### src/rtl/imem_boot_loader.sv
// Framed byte-stream loader: parses {count16, LE words, xor checksum}, writes
// each assembled word to instruction memory and releases core reset on a good frame.
module imem_boot_loader #(
    parameter logic [31:0] BASE_ADDR = 32'h0000_0000,
    parameter int unsigned MAX_WORDS = 256
) (
    input  logic        clk,
    input  logic        rst,
    input  logic [7:0]  in_data,
    input  logic        in_valid,
    output logic        in_ready,
    input  logic        reload,
    output logic        imem_we,
    output logic [31:0] imem_addr,
    output logic [31:0] imem_wdata,
    output logic        core_rst,
    output logic        done,
    output logic        error,
    output logic [15:0] words_loaded
);

    typedef enum logic [2:0] {
        S_CNT_LO,
        S_CNT_HI,
        S_DATA,
        S_CHECK,
        S_DONE,
        S_ERR
    } state_e;

    state_e      state_q, state_d;
    logic [15:0] count_q, count_d;
    logic [1:0]  idx_q, idx_d;
    logic [23:0] word_q, word_d;
    logic [7:0]  csum_q, csum_d;
    logic        imem_we_q, imem_we_d;
    logic [31:0] imem_addr_q, imem_addr_d;
    logic [31:0] imem_wdata_q, imem_wdata_d;
    logic        core_rst_q, core_rst_d;
    logic        done_q, done_d;
    logic        error_q, error_d;
    logic [15:0] words_loaded_q, words_loaded_d;

    logic        xfer;
    logic [15:0] count_full;
    logic [15:0] words_next;

    // Byte acceptance depends only on the parsing state and reset.
    always_comb begin
        in_ready = !rst && (state_q inside {S_CNT_LO, S_CNT_HI, S_DATA, S_CHECK});
    end

    assign xfer       = in_valid && in_ready;
    assign count_full = {in_data, count_q[7:0]};
    assign words_next = words_loaded_q + 16'd1;

    always_comb begin
        state_d        = state_q;
        count_d        = count_q;
        idx_d          = idx_q;
        word_d         = word_q;
        csum_d         = csum_q;
        imem_we_d      = 1'b0;
        imem_addr_d    = imem_addr_q;
        imem_wdata_d   = imem_wdata_q;
        core_rst_d     = core_rst_q;
        done_d         = done_q;
        error_d        = error_q;
        words_loaded_d = words_loaded_q;

        unique case (state_q)
            S_CNT_LO: begin
                if (xfer) begin
                    count_d = {8'd0, in_data};
                    state_d = S_CNT_HI;
                end
            end
            S_CNT_HI: begin
                if (xfer) begin
                    count_d = count_full;
                    if (count_full > 16'(MAX_WORDS)) begin
                        error_d = 1'b1;
                        state_d = S_ERR;
                    end else if (count_full == 16'd0) begin
                        state_d = S_CHECK;
                    end else begin
                        state_d = S_DATA;
                    end
                end
            end
            S_DATA: begin
                if (xfer) begin
                    word_d = {in_data, word_q[23:8]};
                    csum_d = csum_q ^ in_data;
                    idx_d  = idx_q + 2'd1;
                    // Fourth byte completes a word: strobe it out next cycle.
                    if (idx_q == 2'd3) begin
                        imem_we_d      = 1'b1;
                        imem_wdata_d   = {in_data, word_q};
                        imem_addr_d    = BASE_ADDR + {14'd0, words_loaded_q, 2'b00};
                        words_loaded_d = words_next;
                        if (words_next == count_q) begin
                            state_d = S_CHECK;
                        end
                    end
                end
            end
            S_CHECK: begin
                if (xfer) begin
                    if (in_data == csum_q) begin
                        done_d     = 1'b1;
                        core_rst_d = 1'b0;
                        state_d    = S_DONE;
                    end else begin
                        error_d = 1'b1;
                        state_d = S_ERR;
                    end
                end
            end
            S_DONE, S_ERR: begin
                if (reload) begin
                    state_d        = S_CNT_LO;
                    core_rst_d     = 1'b1;
                    done_d         = 1'b0;
                    error_d        = 1'b0;
                    words_loaded_d = 16'd0;
                    csum_d         = 8'd0;
                    idx_d          = 2'd0;
                    count_d        = 16'd0;
                    imem_addr_d    = BASE_ADDR;
                end
            end
            default: state_d = S_CNT_LO;
        endcase
    end

    always_ff @(posedge clk) begin
        if (rst) begin
            state_q        <= S_CNT_LO;
            count_q        <= 16'd0;
            idx_q          <= 2'd0;
            word_q         <= 24'd0;
            csum_q         <= 8'd0;
            imem_we_q      <= 1'b0;
            imem_addr_q    <= BASE_ADDR;
            imem_wdata_q   <= 32'd0;
            core_rst_q     <= 1'b1;
            done_q         <= 1'b0;
            error_q        <= 1'b0;
            words_loaded_q <= 16'd0;
        end else begin
            state_q        <= state_d;
            count_q        <= count_d;
            idx_q          <= idx_d;
            word_q         <= word_d;
            csum_q         <= csum_d;
            imem_we_q      <= imem_we_d;
            imem_addr_q    <= imem_addr_d;
            imem_wdata_q   <= imem_wdata_d;
            core_rst_q     <= core_rst_d;
            done_q         <= done_d;
            error_q        <= error_d;
            words_loaded_q <= words_loaded_d;
        end
    end

    assign imem_we      = imem_we_q;
    assign imem_addr    = imem_addr_q;
    assign imem_wdata   = imem_wdata_q;
    assign core_rst     = core_rst_q;
    assign done         = done_q;
    assign error        = error_q;
    assign words_loaded = words_loaded_q;

endmodule

### config.mk
export PLATFORM = sky130hd
export DESIGN_NAME = imem_boot_loader
export DESIGN_NICKNAME = d
export VERILOG_FILES = /design/src/rtl/imem_boot_loader.sv
export SDC_FILE = /design/constraint.sdc
export NUM_CORES = 1
export LEC_CHECK = 0
export CAP_MARGIN = 10
export CORE_MARGIN = 2
export CORE_UTILIZATION = 40
export CTS_CLUSTER_DIAMETER = 150
export CTS_CLUSTER_SIZE = 12
export DETAILED_ROUTE_END_ITERATION = 6
export DONT_BUFFER_PORTS = 1
export GPL_TIMING_DRIVEN = 0
export SETUP_SLACK_MARGIN = 0.05
export SYNTH_ARGS = -nofsm -noshare
export SYNTH_HDL_FRONTEND = slang
export SYNTH_SLANG_ARGS = --single-unit
### constraint.sdc
create_clock -name clk -period 2.2 [get_ports clk]
set_input_delay 0.44 -clock clk [delete_from_list [all_inputs] [get_ports clk]]
set_output_delay 0.44 -clock clk [all_outputs]
set_load 0.1 [all_outputs]
### After elaboration in Yosys (flattened, before gate mapping)

Index checks and enable logic that the tools add are counted.

* flip-flop bits (word level): 137
* word-level logic and storage cells: 102
* output and inout bits: 85
* input bits: 12

* reductions and logical operators: 22
* eq/ne operators: 18
* bitwise operators: 4
* order comparisons: 1
* mux-type cells: 42
* add/subtract/negate cells: 2

Operators with widths (count)
* 32-bit 2-to-1 mux: 3
* 16-bit 2-to-1 mux: 5
* 32-bit case mux with 2 select lines: 1
* 16-bit case mux with 3 select lines: 1
* 16-bit case mux with 2 select lines: 1
* 3-bit 2-to-1 mux: 8
* 16-bit by 1-bit adder with 16-bit output (second input constant): 1
* 16-bit equality test: 1
* 16-bit by 9-bit > comparator with 1-bit output (second input constant): 1
* 16-bit zero test: 1
* 8-bit 2-to-1 mux: 2
* 8-bit case mux with 2 select lines: 1
* 4-bit AND reduction: 4
* 3-bit case mux with 5 select lines: 1
* 1-bit 2-to-1 mux: 13
* 2-bit != test (second input constant): 6
* 8-bit equality test: 1
* 2-bit by 1-bit != test with 1-bit output (second input constant): 4
* 8-bit bitwise XOR: 1
* 7-bit AND reduction: 1
* 3-bit by 2-bit equality test with 1-bit output (second input constant): 2
* 3-bit equality test (second input constant): 2
* 3-bit AND reduction: 2
* 6-bit AND reduction: 1
* other kinds (17): 25

### Longest topological paths before layout

* depth in word-level cells: 6
* depth in mapped cells: 10
* depth with buffers taken out: 8

### Worst setup path after synthesis

Ideal clock, no wire load.

* kind: register to register
* start point: register words_loaded_q[1], in the netlist words_loaded[1]
* end point: register state_q[0]
* buffers on the path: 2
* arrival: 2832 ps
* data required time: 2121 ps
* cell stages (with the launch flop): 10
* clock period less this slack: 2911 ps
* setup time: 79 ps
* path slack: -711 ps
* cell sequence: dfxtp_1 ha_1 buf_2 and4_1 buf_2 nand4_1 mux2i_1 a2111oi_1 nand4_1 a211oi_2

* word-level cells in the longest chain between the ends: 4

RTL lines
* from (decl): RTL line 42 `logic [15:0] words_loaded_q, words_loaded_d;`
* from (signal assigned): RTL line 163 `words_loaded_q <= words_loaded_d;`
* 16-bit by 1-bit adder with 16-bit output: RTL line 55 `assign words_next = words_loaded_q + 16'd1;`
* 16-bit equality test: RTL line 102 `if (words_next == count_q) begin`
* 2-bit by 1-bit != test with 1-bit output (no source line)
* 7-bit AND reduction (no source line)
* to (signal assigned): RTL line 152 `state_q <= state_d;`
* to (decl): RTL line 31 `state_e state_q, state_d;`

No other way between the ends.
A chain may end at the register's enable or synchronous reset.

### Worst setup path in the final report

* start point: register words_loaded_q[3], in the netlist words_loaded[3]
* end point: register state_q[0]

The elaborated chain is that of the path after synthesis.

==> run_results.csv <==
group,metric,value,unit
sta,finalClockSkew,0.00703,ns
detailed_routing,dr.pass1.iters,7,
clock_network,cts.htree.levels,4,
placement,hpwl,10800,um
worst_setup_path,cp.required,2.54,ns
final_layout,drive_gt1_share,17.5,%
clock_network,cts_hold_buffers,0,
floorplan,die_height,120,um
placement,dpl_cell_area,5740,um2
sta,finalMaxSlewViolations,0,
logic_synthesis,yosysWarnings,0,
clock_network,cts_root_buffer,"clkbuf_16",
global_route,grt_pass1_vias,4827,
global_route,globalRouteOverflowTotal,0,
sta,setup_viol,1,
placement,port_buffers,0,
power,power.density,822,nW/um2
worst_setup_path,arrival,2.76,ns
global_route,grt_max_degree,20,
clock_network,clk_latency,0.42,ns
detailed_routing,vias_per_cell,5.39,
detailed_routing,wl,15400,um
logic_synthesis,ys_ff_latch,121,
sta,fin_crit,2.43,ns
detailed_routing,ant_nets,0,
logic_synthesis,seq_area_frac_synth,44.9,%
logic_synthesis,synth.top_cells.by_area,"dfxtp_1, nand2_1, a21oi_1",
worst_setup_path,critPathMaxFanout,6,
placement,dp_slack,-0.481,ns
detailed_routing,met3_length,1210,um
placement,gp_congestion,0.887,
floorplan,die_area,14400,um2
logic_synthesis,synth_top_area_share,44.9,%
worst_setup_path,cp-start-kind,"flop",
job,drv_cap,0,
detailed_routing,topRoutingLayerUsed,"met4",
worst_setup_path,end_kind,"flop",
sta,setup_ws,-0.227,ns
logic_synthesis,ys_async_sr_fraction,0,%
final_layout,design_area,6570,um2
clock_network,clkSlewWorstSetupHoldPaths,0.06,ns
floorplan,core,13200,um2
floorplan,start_util,40.9,%
worst_setup_path,crit_chain,"buf_6 -> buf_6 -> xnor2_1 -> xnor2_1 -> nand4_1 -> or4_1 -> nor2_1 -> nand4_1 -> a211oi_2",
run_status,failed_checks,"setup timing",
floorplan,rows,42,
global_route,antenna_found_initial,0,
floorplan,io_pins,97,
power,ir_worst_vdd,0.000517,V
detailed_routing,wl_met2,7390,um
detailed_routing,route.detailed.drc,0,
clock_network,cts_tree,"built",
logic_synthesis,synth-edff-count,0,
logic_synthesis,yosys.area.top_type,"dfxtp_1",
logic_synthesis,yosysMostFrequentCell,"nand2_1",
detailed_routing,drtIter0Drc,489,
clock_network,cts_sinks,121,
final_layout,final_nets,758,
logic_synthesis,yosys-top-cells-count,"nand2_1, dfxtp_1, a21oi_1, nand3_1, nor2_1",
worst_setup_path,crit_type,"reg -> reg",
run_status,outcome,"finished, violations left",
sta,grt_setup_unrepaired,"true",
sta,finalCritPeriodShare,110,%
final_layout,syn2layout_area_growth,21.7,%
sta,relSlewSlack,25.6,%
sta,finalHoldViolations,0,
logic_synthesis,yosys.cell_types.count,58,
final_layout,n_antenna_cell,0,
power,p_leak,2.35,nW
logic_synthesis,syn-cell-area,5400,um2
floorplan,die_w,120,um
sta,timing.hold.ws,0.149,ns
logic_synthesis,synth_ff_type,"dfxtp_1",
global_route,grt_usage,21.7,%
clock_network,cts_made_buffers,17,
worst_setup_path,max_stage_delay,0.54,ns
logic_synthesis,synthCells,694,
global_route,grt_pass1_wl,24300,um
worst_setup_path,cpMaxStageDelayCell,"or4_1",
detailed_routing,vias,5020,
detailed_routing,wl_met1,6430,um
sta,worstMarginPinSlew,1.11,ns
clock_network,ctsLongestPathBuffers,2,
worst_hold_path,min_path_type,"in -> reg",
logic_synthesis,avgSynthCellArea,7.78,um2
detailed_routing,wl_per_cell,16.5,um
sta,timing.fmax,412,MHz
## path summary, 6_finish.rpt
path                         from             to  slack, ns  cells past startpoint
setup / recovery  words_loaded[3]     state_q[0]      -0.23                      9
hold / removal         in_data[2]     word_q[18]       0.15                      2
setup reg to reg  words_loaded[3]     state_q[0]      -0.23                      9
hold reg to reg         word_q[2]  imem_wdata[2]       0.46                      2
## cells by family after synthesis
kind of cell | Yosys count | synth area share, %
DFF | 121 | 44.9
xor gates and xnor gates | 26 | 4.22
AOI/OAI and AO/OA | 176 | 18.5
adders and majority gates | 2 | 0.464
buffers and inverters | 76 | 7.07
and+or+nand+nor | 289 | 24.2
other | 1 | 0.0695
muxes | 3 | 0.580
## cell usage in the layout, fill, tap and decap left out, types with 4 or more instances in the layout
cell       synthesis  layout
xnor2_1           18      18
nor4_1             4       4
xor2_1             8       8
conb_1             1      16
nor3_1             8       6
clkbuf_1          33      27
nand2_1          160     160
a211oi_1           6       6
or2_2              7       7
buf_6              1       7
o21ai_1            7       9
o21ai_0           12      10
inv_1              5       5
clkinv_4           0       4
and3_1             5       4
a31oi_1            6       6
a21oi_1          114     114
buf_4             19      36
nand3_1           36      35
nor2_1            35      32
dfxtp_4            0      12
buf_2             14       8
dfxtp_1          121     106
a21o_1             5       5
nand2b_1           8       7
clkbuf_2           0       4
clkbuf_16          0      18
nand4_1            6       6
a22oi_1           10      10
## registers in the layout, indices dropped and copies added (netlist names)
signal        flops
imem_we           1
words_loaded     16
count_q          16
csum_q            8
error             1
imem_wdata       32
idx_q             2
done              1
imem_addr        16
word_q           24
state_q           3
core_rst          1
## timing repair
item / 4_1_cts / 5_1_grt
endpoints found under the setup margin: 45 / 21
resized for setup: 13 / 26
buffers inserted: 9 / 9
pin swaps: 10 / 11
## report_power, final
part	switching, W	internal (W)	total [W]
logic	0.000291	0.0000910	0.000382
registers	0.0000337	0.00220	0.00223
clock network	0.00102	0.00177	0.00279
## worst max-delay path, delay by kind of cell, from the launching register on
family,cells,cell delay [ns]
flops,1,0.53
buf+inv,2,0.28
compound gates,1,0.26
simple gates,4,0.99
xor+xnor,2,0.27
## per-layer routing
layer	vias to the layer above	global-route usage, %
met5	-	0
met4	0	8.31
met3	29	7.08
met2	212	35.8
met1	2332	26.2
li1	2447	-
## layout make-up
class,count,area [um2]
Timing Repair Buffer,18,143
Tap cell,176,220
Clock buffer,19,464
Multi-Input combinational cell,512,2720
Inverter,8,30.0
Fill cell,1277,6620
Sequential cell,121,2470
Clock inverter,12,139
Buffer,66,379
## metrics by stage
stage	std cells	utilization (%)	setup TNS, ns	total power, W
6_report	932	49.8	-0.227	0.00540
5_1_grt	932	49.8	-0.396	0.00558
4_1_cts	923	48.8	-0.209	0.00545
3_5_place_dp	885	43.5	-16.90	0.00266
3_3_place_gp	885	43.5	-11.57	0.00265
2_1_floorplan	709	-	-0.00952	0.00259
Note: power is estimated with default switching activity, not from simulation.
